===== src/rtl/alu_share_ctrl.sv =====
// Round-robin sequencer sharing one combinational ALU among NREQ requesters.
// Grants one requester, drives its operands to the ALU, captures the result and returns it over valid/ready.
module alu_share_ctrl #(
  parameter int unsigned W    = 4,
  parameter int unsigned NREQ = 4,
  parameter int unsigned IDW  = 2
) (
  input  logic              clk,
  input  logic              rst,
  input  logic [NREQ-1:0]   req,
  input  logic [NREQ*W-1:0] a_in,
  input  logic [NREQ*W-1:0] b_in,
  input  logic [NREQ*3-1:0] op_in,
  output logic [NREQ-1:0]   gnt,
  output logic [W-1:0]      alu_a,
  output logic [W-1:0]      alu_b,
  output logic [2:0]        alu_op,
  input  logic [W-1:0]      alu_f,
  output logic              res_valid,
  input  logic              res_ready,
  output logic [W-1:0]      result,
  output logic [IDW-1:0]    res_id,
  output logic              div_zero,
  output logic              busy
);

  localparam logic [2:0] OP_DIV = 3'd3;

  typedef enum logic [1:0] {
    IDLE = 2'd0,
    EXEC = 2'd1,
    RESP = 2'd2
  } state_t;

  state_t         state;
  logic [IDW-1:0] rr;
  logic [IDW-1:0] winner;

  logic           any_req_c;
  logic           hi_found_c;
  logic [IDW-1:0] hi_idx_c;
  logic [IDW-1:0] lo_idx_c;
  logic [IDW-1:0] win_idx_c;
  logic [W-1:0]   win_a_c;
  logic [W-1:0]   win_b_c;
  logic [2:0]     win_op_c;
  logic [IDW-1:0] rr_next_c;
  logic           div_zero_c;

  // Round-robin pick: lowest set bit at or above rr, else lowest set bit overall (wrap).
  always_comb begin
    any_req_c  = 1'b0;
    hi_found_c = 1'b0;
    hi_idx_c   = '0;
    lo_idx_c   = '0;
    for (int i = int'(NREQ) - 1; i >= 0; i--) begin
      if (req[i]) begin
        any_req_c = 1'b1;
        lo_idx_c  = IDW'(i);
        if (i >= int'(rr)) begin
          hi_found_c = 1'b1;
          hi_idx_c   = IDW'(i);
        end
      end
    end
    win_idx_c = hi_found_c ? hi_idx_c : lo_idx_c;
  end

  // Winner's operand slices.
  always_comb begin
    win_a_c  = '0;
    win_b_c  = '0;
    win_op_c = '0;
    for (int i = 0; i < int'(NREQ); i++) begin
      if (int'(win_idx_c) == i) begin
        win_a_c  = a_in[i*W +: W];
        win_b_c  = b_in[i*W +: W];
        win_op_c = op_in[i*3 +: 3];
      end
    end
  end

  always_comb begin
    rr_next_c  = (int'(winner) == int'(NREQ) - 1) ? '0 : winner + IDW'(1);
    div_zero_c = (alu_op == OP_DIV) && (alu_b == '0);
  end

  always_ff @(posedge clk) begin
    if (rst) begin
      state     <= IDLE;
      rr        <= '0;
      winner    <= '0;
      gnt       <= '0;
      alu_a     <= '0;
      alu_b     <= '0;
      alu_op    <= '0;
      result    <= '0;
      res_id    <= '0;
      res_valid <= 1'b0;
      div_zero  <= 1'b0;
      busy      <= 1'b0;
    end else begin
      case (state)
        IDLE: begin
          if (any_req_c) begin
            alu_a  <= win_a_c;
            alu_b  <= win_b_c;
            alu_op <= win_op_c;
            gnt    <= NREQ'(1) << win_idx_c;
            winner <= win_idx_c;
            busy   <= 1'b1;
            state  <= EXEC;
          end
        end
        EXEC: begin
          // A divide by zero returns all ones regardless of what the ALU produced.
          result    <= div_zero_c ? '1 : alu_f;
          div_zero  <= div_zero_c;
          res_id    <= winner;
          res_valid <= 1'b1;
          rr        <= rr_next_c;
          gnt       <= '0;
          state     <= RESP;
        end
        RESP: begin
          if (res_ready) begin
            res_valid <= 1'b0;
            busy      <= 1'b0;
            state     <= IDLE;
          end
        end
        default: begin
          res_valid <= 1'b0;
          gnt       <= '0;
          busy      <= 1'b0;
          state     <= IDLE;
        end
      endcase
    end
  end

endmodule


===== config.mk =====
export PLATFORM = sky130hd
export DESIGN_NAME = alu_share_ctrl
export DESIGN_NICKNAME = d
export VERILOG_FILES = /design/src/rtl/alu_share_ctrl.sv
export SDC_FILE = /design/constraint.sdc
export NUM_CORES = 1
export LEC_CHECK = 0
export ABC_CLOCK_PERIOD_IN_PS = 2200
export CAP_MARGIN = 20
export CELL_PAD_IN_SITES_DETAIL_PLACEMENT = 1
export CELL_PAD_IN_SITES_GLOBAL_PLACEMENT = 1
export CORE_MARGIN = 3
export CORE_UTILIZATION = 28
export DETAILED_ROUTE_END_ITERATION = 12
export GPL_ROUTABILITY_DRIVEN = 0
export PLACE_DENSITY = 0.76
export REMOVE_ABC_BUFFERS = 1
export SKIP_CTS_REPAIR_TIMING = 1
export SYNTH_ARGS = -nofsm -noshare
export SYNTH_HDL_FRONTEND = slang
export SYNTH_SLANG_ARGS = --single-unit

===== constraint.sdc =====
create_clock -name clk -period 2.2 [get_ports clk]
set_input_delay 0.44 -clock clk [delete_from_list [all_inputs] [get_ports clk]]
set_output_delay 0.44 -clock clk [all_outputs]
set_load 0.05 [all_outputs]

==> impl_metrics.json, run 1 <==
{
  "status": "complete, no violations",
  "ir_worst_vdd_mv": 0.324,
  "crit_path_start_kind": "primary input",
  "fp.coreArea_um2": 5200,
  "cp_slowest_stage_delay_ns": 0.62,
  "drt_iter0_markers": 26,
  "fin_tns_setup_ns": 0,
  "dp_hpwl_mm": 4.06,
  "synth_area_um2": 1530,
  "setup_violations": 0,
  "routed_wl_mm": 5.29,
  "cts_htree_levels": 2,
  "crit_path_end_kind": "flop",
  "fmax_mhz": 467,
  "diodes": 0,
  "fin_crit_sh_pct": 97.4,
  "power.switching_uw": 687,
  "routedWlPerCell_um": 16.3,
  "cap_viol_max_count": 0,
  "path_max_fanout": 7,
  "clock-root-buffer": "clkbuf_8",
  "swShare_pct": 36.4,
  "n_fill_cell": 615,
  "yosys_warnings": 0,
  "final_net_count": 310,
  "fin_cells": 325,
  "row_count": 26,
  "antenna_found_initial": 0,
  "power_frac_clock_pct": 25.5,
  "ys_ff_latch": 30,
  "clock_latency_ns": 0.29,
  "syn_area_per_cell_um2": 9.89,
  "via_per_inst": 4.93,
  "final_antenna_net_count": 0,
  "combPwrFrac_pct": 39.4,
  "grt_use_total_pct": 17.5,
  "period_minus_slack_ns": 2.14,
  "cts_buffer_depth": 2,
  "tightest_slew_ns": 0.624,
  "ff2ff_setup_slack_ns": 0.38,
  "vias": 1602,
  "crit_arrival_ns": 2.32,
  "drv_slew": 0,
  "dpl.cell_count": 315,
  "power_density_nw_per_um2": 704,
  "cpMostUsedCell": "buf_4",
  "cp.required_ns": 2.38,
  "portBuffers": 78,
  "power.internal_uw": 1200,
  "die_x_um": 80.0,
  "cp_cell_sequence": "clkdlybuf4s50_1 > nor4_4 > buf_4 > nor3_1 > nor2_1 > buf_4 > o2bb2ai_2 > a221o_1",
  "criticalPathCategory": "primary input to flop",
  "grt_first_pass_wirelength_mm": 8.74,
  "areaGrowthSynthToFinish_pct": 74.9,
  "cts_sinks": 30,
  "finalHoldViolations": 0,
  "drt-pass1-iter-count": 4,
  "ios": 79,
  "p_total_uw": 1890,
  "ys_types": 37,
  "overflow": 0,
  "cts_inserted_buffers": 5,
  "crit_slowest_cell": "clkdlybuf4s50_1",
  "grt_pass1_vias": 1807,
  "synth_cells": 155,
  "pwr-share-seq_pct": 35.1,
  "drive_gt1_share_pct": 20.4,
  "clk_pin_slew_ns": 0.07,
  "relSlewSlack_pct": 58.3,
  "seq_area_frac_synth_pct": 39.2,
  "initial_utilization_pct": 29.4,
  "die_h_um": 80.0,
  "final_common_cell": "clkdlybuf4s50_1",
  "critPathBufInv": 3,
  "tritoncts": "built",
  "dieArea_um2": 6400,
  "skew_ns": 0.00903,
  "hold_class": "flop to flop",
  "path_delay_family": "buffers and inverters",
  "drc": 0,
  "layout_common_cells": "clkdlybuf4s50_1 (78), dfxtp_1 (30), buf_4 (17)",
  "grt_max_degree": 12,
  "p_leak_uw": 0.00107
}
==> area by class of cell <==
type	instances	area, µm²	share of cell area [%]
Timing Repair Buffer	100	1000	37.3
Multi-Input combinational cell	108	858	32.0
Sequential cell	30	601	22.4
Tap cell	70	87.6	3.27
Clock buffer	6	82.6	3.08
Inverter	9	38.8	1.45
Clock inverter	2	12.5	0.467
==> flip-flops by register name (all words and copies together) (netlist names) <==
| register | cells |
|---|---|
| alu_a | 4 |
| gnt | 4 |
| alu_b | 4 |
| state | 2 |
| result | 4 |
| res_id | 2 |
| winner | 2 |
| rr | 2 |
| res_valid | 1 |
| alu_op | 3 |
| busy | 1 |
| div_zero | 1 |
==> layer usage <==
metal	wire [µm]	vias to the layer above	GRT usage (%)
met1	2130	762	19.5
met3	374	10	6.55
li1	-	772	-
met2	2700	58	30.8
met4	84	0	5.07
met5	0	-	0
==> path summary, 6_finish.rpt <==
| kind | from | end | cells after the start |
|---|---|---|---|
| setup / recovery | req[0] | alu_b[1] | 8 |
| hold / removal | gnt[2] | gnt[2] | 2 |
| setup reg to reg | rr[1] | alu_b[3] | 7 |
| hold reg to reg | gnt[2] | gnt[2] | 2 |
==> kinds of logic after synthesis <==
logic type                 Yosys count  share of synthesized area, %
AOI/OAI and AO/OA                   50                          29.2
adders and majority gates            1                         0.816
buffers and inverters               17                          6.29
DFF                                 30                          39.2
muxes                               14                          9.14
and+or+nand+nor                     43                          15.3
==> through the flow <==
| stage | instance area [µm²] | hold WS, ns | utilization, % | worst slack (ns) |
|---|---|---|---|---|
| 2_1_floorplan | 1480 | 0.442 | - | 0.325 |
| 3_3_place_gp | 2520 | 0.441 | 48.4 | -0.186 |
| 3_5_place_dp | 2520 | 0.450 | 48.4 | -0.242 |
| 4_1_cts | 2610 | 0.460 | 50.2 | 0.0496 |
| 5_1_grt | 2680 | 0.472 | 51.5 | -0.0463 |
| 6_report | 2680 | 0.454 | 51.5 | 0.0570 |
==> Yosys cell counts <==
cell type | instances | area, µm²
a21oi_1 | 16 | 80.1
nand2_1 | 13 | 48.8
or3b_1 | 1 | 8.76
inv_4 | 2 | 12.5
mux2i_1 | 14 | 140
or3_1 | 1 | 6.26
a311oi_2 | 1 | 15.0
nor3_1 | 2 | 10.0
or2_4 | 1 | 8.76
or2_1 | 1 | 6.26
nor2b_1 | 2 | 12.5
nor2_1 | 11 | 41.3
o2bb2ai_1 | 1 | 8.76
o21ai_2 | 1 | 8.76
nor4_2 | 1 | 12.5
nor3_4 | 2 | 32.5
ha_1 | 1 | 12.5
nand3_1 | 4 | 20.0
o221a_2 | 1 | 11.3
buf_4 | 1 | 7.51
a211oi_1 | 1 | 7.51
a31oi_1 | 1 | 6.26
clkbuf_1 | 3 | 11.3
a2bb2oi_1 | 1 | 8.76
inv_1 | 7 | 26.3
nor4b_1 | 1 | 8.76
o2bb2ai_2 | 9 | 135
o21ai_0 | 5 | 25.0
a21boi_1 | 1 | 7.51
nand2b_1 | 2 | 12.5
a221o_1 | 10 | 100
dfxtp_1 | 30 | 601
buf_2 | 1 | 5.00
o221ai_4 | 1 | 26.3
or2_2 | 1 | 6.26
o31ai_1 | 1 | 7.51
buf_6 | 3 | 33.8
==> tightest hold or removal path, cell delays in order (launching register included) <==
cell	delay, ns
dfxtp_1	0.31
nand2_1	0.05
a21oi_1	0.05
==> power by group through the flow <==
| stage | sequential [µW] | clock (µW) | combinational (µW) |
|---|---|---|---|
| 4_1_cts | 664 | 489 | 733 |
| 3_5_place_dp | 674 | 0 | 727 |
| 2_1_floorplan | 847 | 0 | 215 |
| 6_report | 663 | 481 | 743 |
| 3_3_place_gp | 673 | 0 | 712 |
| 5_1_grt | 675 | 523 | 789 |
(Power assumes the default switching activity.)
==> run 2, diff against run 1 <==
- CTS_CLUSTER_SIZE: not set -> 40
- REMOVE_ABC_BUFFERS: 1 -> not set
==> run 2 against run 1 <==
Flip-flop and latch count is the same. Critical endpoint is now alu_op[1]. Combinational power shrank 5.1%. Hold slack lost 0.0034 ns. Highest routed layer is now met3. Die area is the same.
==> impl_metrics.json, run 2 (synthesis results as in run 1) <==
{
  "reg2reg_to": "alu_op[0]",
  "p_leak_uw": 0.00107,
  "routedWlPerCell_um": 15.1,
  "dieArea_um2": 6400,
  "crit_path_end_kind": "flop",
  "initial_utilization_pct": 29.4,
  "grt_max_degree": 14,
  "vias": 1564,
  "die_h_um": 80.0,
  "setup_violations": 0,
  "fin_cells": 322,
  "tritoncts": "built",
  "row_count": 26,
  "clock-root-buffer": "clkbuf_8",
  "clock_latency_ns": 0.28,
  "reg2reg_depth": 5,
  "cts_inserted_buffers": 5,
  "drive_gt1_share_pct": 19.0,
  "fin_crit_sh_pct": 96.5,
  "tightest_slew_ns": 0.537,
  "skew_ns": 0.00412,
  "drv_slew": 0,
  "cts_buffer_depth": 2,
  "die_x_um": 80.0,
  "grt_pass1_vias": 1663,
  "ff2ff_setup_slack_ns": 0.30,
  "drc": 0,
  "relSlewSlack_pct": 64.1,
  "clk_pin_slew_ns": 0.06,
  "cts_sinks": 30,
  "dp_hpwl_mm": 3.92,
  "whs_ns": 0.450,
  "final_antenna_net_count": 0,
  "final_common_cell": "clkdlybuf4s50_1",
  "portBuffers": 78,
  "period_minus_slack_ns": 2.12,
  "r2r-start": "state[0]",
  "p_total_uw": 2070,
  "status": "complete, no violations",
  "cp.required_ns": 2.37,
  "hold_start": "gnt[2]",
  "routed_wl_mm": 4.88,
  "grt_first_pass_wirelength_mm": 7.76,
  "utilization_pct": 50.8,
  "fp.coreArea_um2": 5200,
  "overflow": 0,
  "areaGrowthSynthToFinish_pct": 72.5,
  "hold-path-cell-count": 2,
  "power_density_nw_per_um2": 781,
  "diodes": 0,
  "grt_use_total_pct": 15.6,
  "drt_iter0_markers": 30,
  "finalHoldViolations": 0,
  "syn-num-nets": 211,
  "crit_arrival_ns": 2.29,
  "cts_htree_levels": 2,
  "crit_path_start_kind": "primary input",
  "via_per_inst": 4.86,
  "fmax_mhz": 471,
  "final_net_count": 307,
  "path_max_fanout": 13,
  "antenna_found_initial": 0,
  "criticalPathCategory": "primary input to flop",
  "ir_worst_vdd_mv": 0.385,
  "ios": 79,
  "hold_class": "flop to flop",
  "dpl.cell_count": 312,
  "cap_viol_max_count": 0,
  "whs_endpoint": "gnt[2]",
  "drt-pass1-iter-count": 4,
  "rsz0062_at_grt": "yes",
  "layout_common_cells": "clkdlybuf4s50_1 (78), dfxtp_1 (30), buf_4 (18)"
}
[run 2: cell types whose count changed in the layout (fill, tap and decap cells not counted), sizes merged]
cell      delta
clkinvlp     -1
bufinv       +2
clkinv       -1
buf          -3
[run 2: routing by layer]
| layer | up-vias | wire [µm] | GRT usage, % |
|---|---|---|---|
| met5 | - | 0 | 0 |
| met4 | 0 | 0 | 2.03 |
| met3 | 0 | 394 | 6.21 |
| met2 | 62 | 2490 | 28.6 |
| met1 | 738 | 1990 | 17.1 |
| li1 | 764 | - | - |
[run 2: stage by stage]
stage               cell area [µm²]  setup slack (ns)  TNS [ns]
detailed placement             2480            -0.263     -2.67
finish                         2640            0.0771         0
floorplan                      1530             0.378         0
global route                   2640          -0.00325  -0.00560
CTS                            2630            0.0182         0
global placement               2480            -0.208     -2.12
[run 2: critical path: stages]
cell and delay (ns):
clkdlybuf4s50_1 0.55, or3b_1 0.41, o221ai_4 0.10, buf_12 0.19
mux2i_1 0.26, o2bb2ai_2 0.07, a221o_1 0.25
[run 2: layout make-up]
cell class / count / area (µm²)
repair buffers: 97 / 936
well taps: 70 / 87.6
clock buffers: 6 / 82.6
clock inverters: 2 / 60.1
multi-input cells: 108 / 838
flip-flops and latches: 30 / 601
inverters: 9 / 38.8
fillers: 614 / 2560
[run 2: where the power goes]
group	switching (µW)	internal, µW	total (µW)	leakage, µW
combinational	383	322	705	0.000750
clock	213	483	696	0.0000714
sequential	56.7	607	664	0.000247
[run 2: worst max path at each step]
| stage | startpoint | endpoint | slack [ns] |
|---|---|---|---|
| after floorplan | req[1] | alu_a[0] | 0.38 |
| after global placement | req[2] | alu_op[2] | -0.21 |
| after detailed placement | req[2] | alu_op[0] | -0.26 |
| after CTS | req[2] | alu_op[0] | 0.02 |
| after global routing | req[2] | alu_b[3] | -0.003 |
| final | req[2] | alu_op[1] | 0.08 |
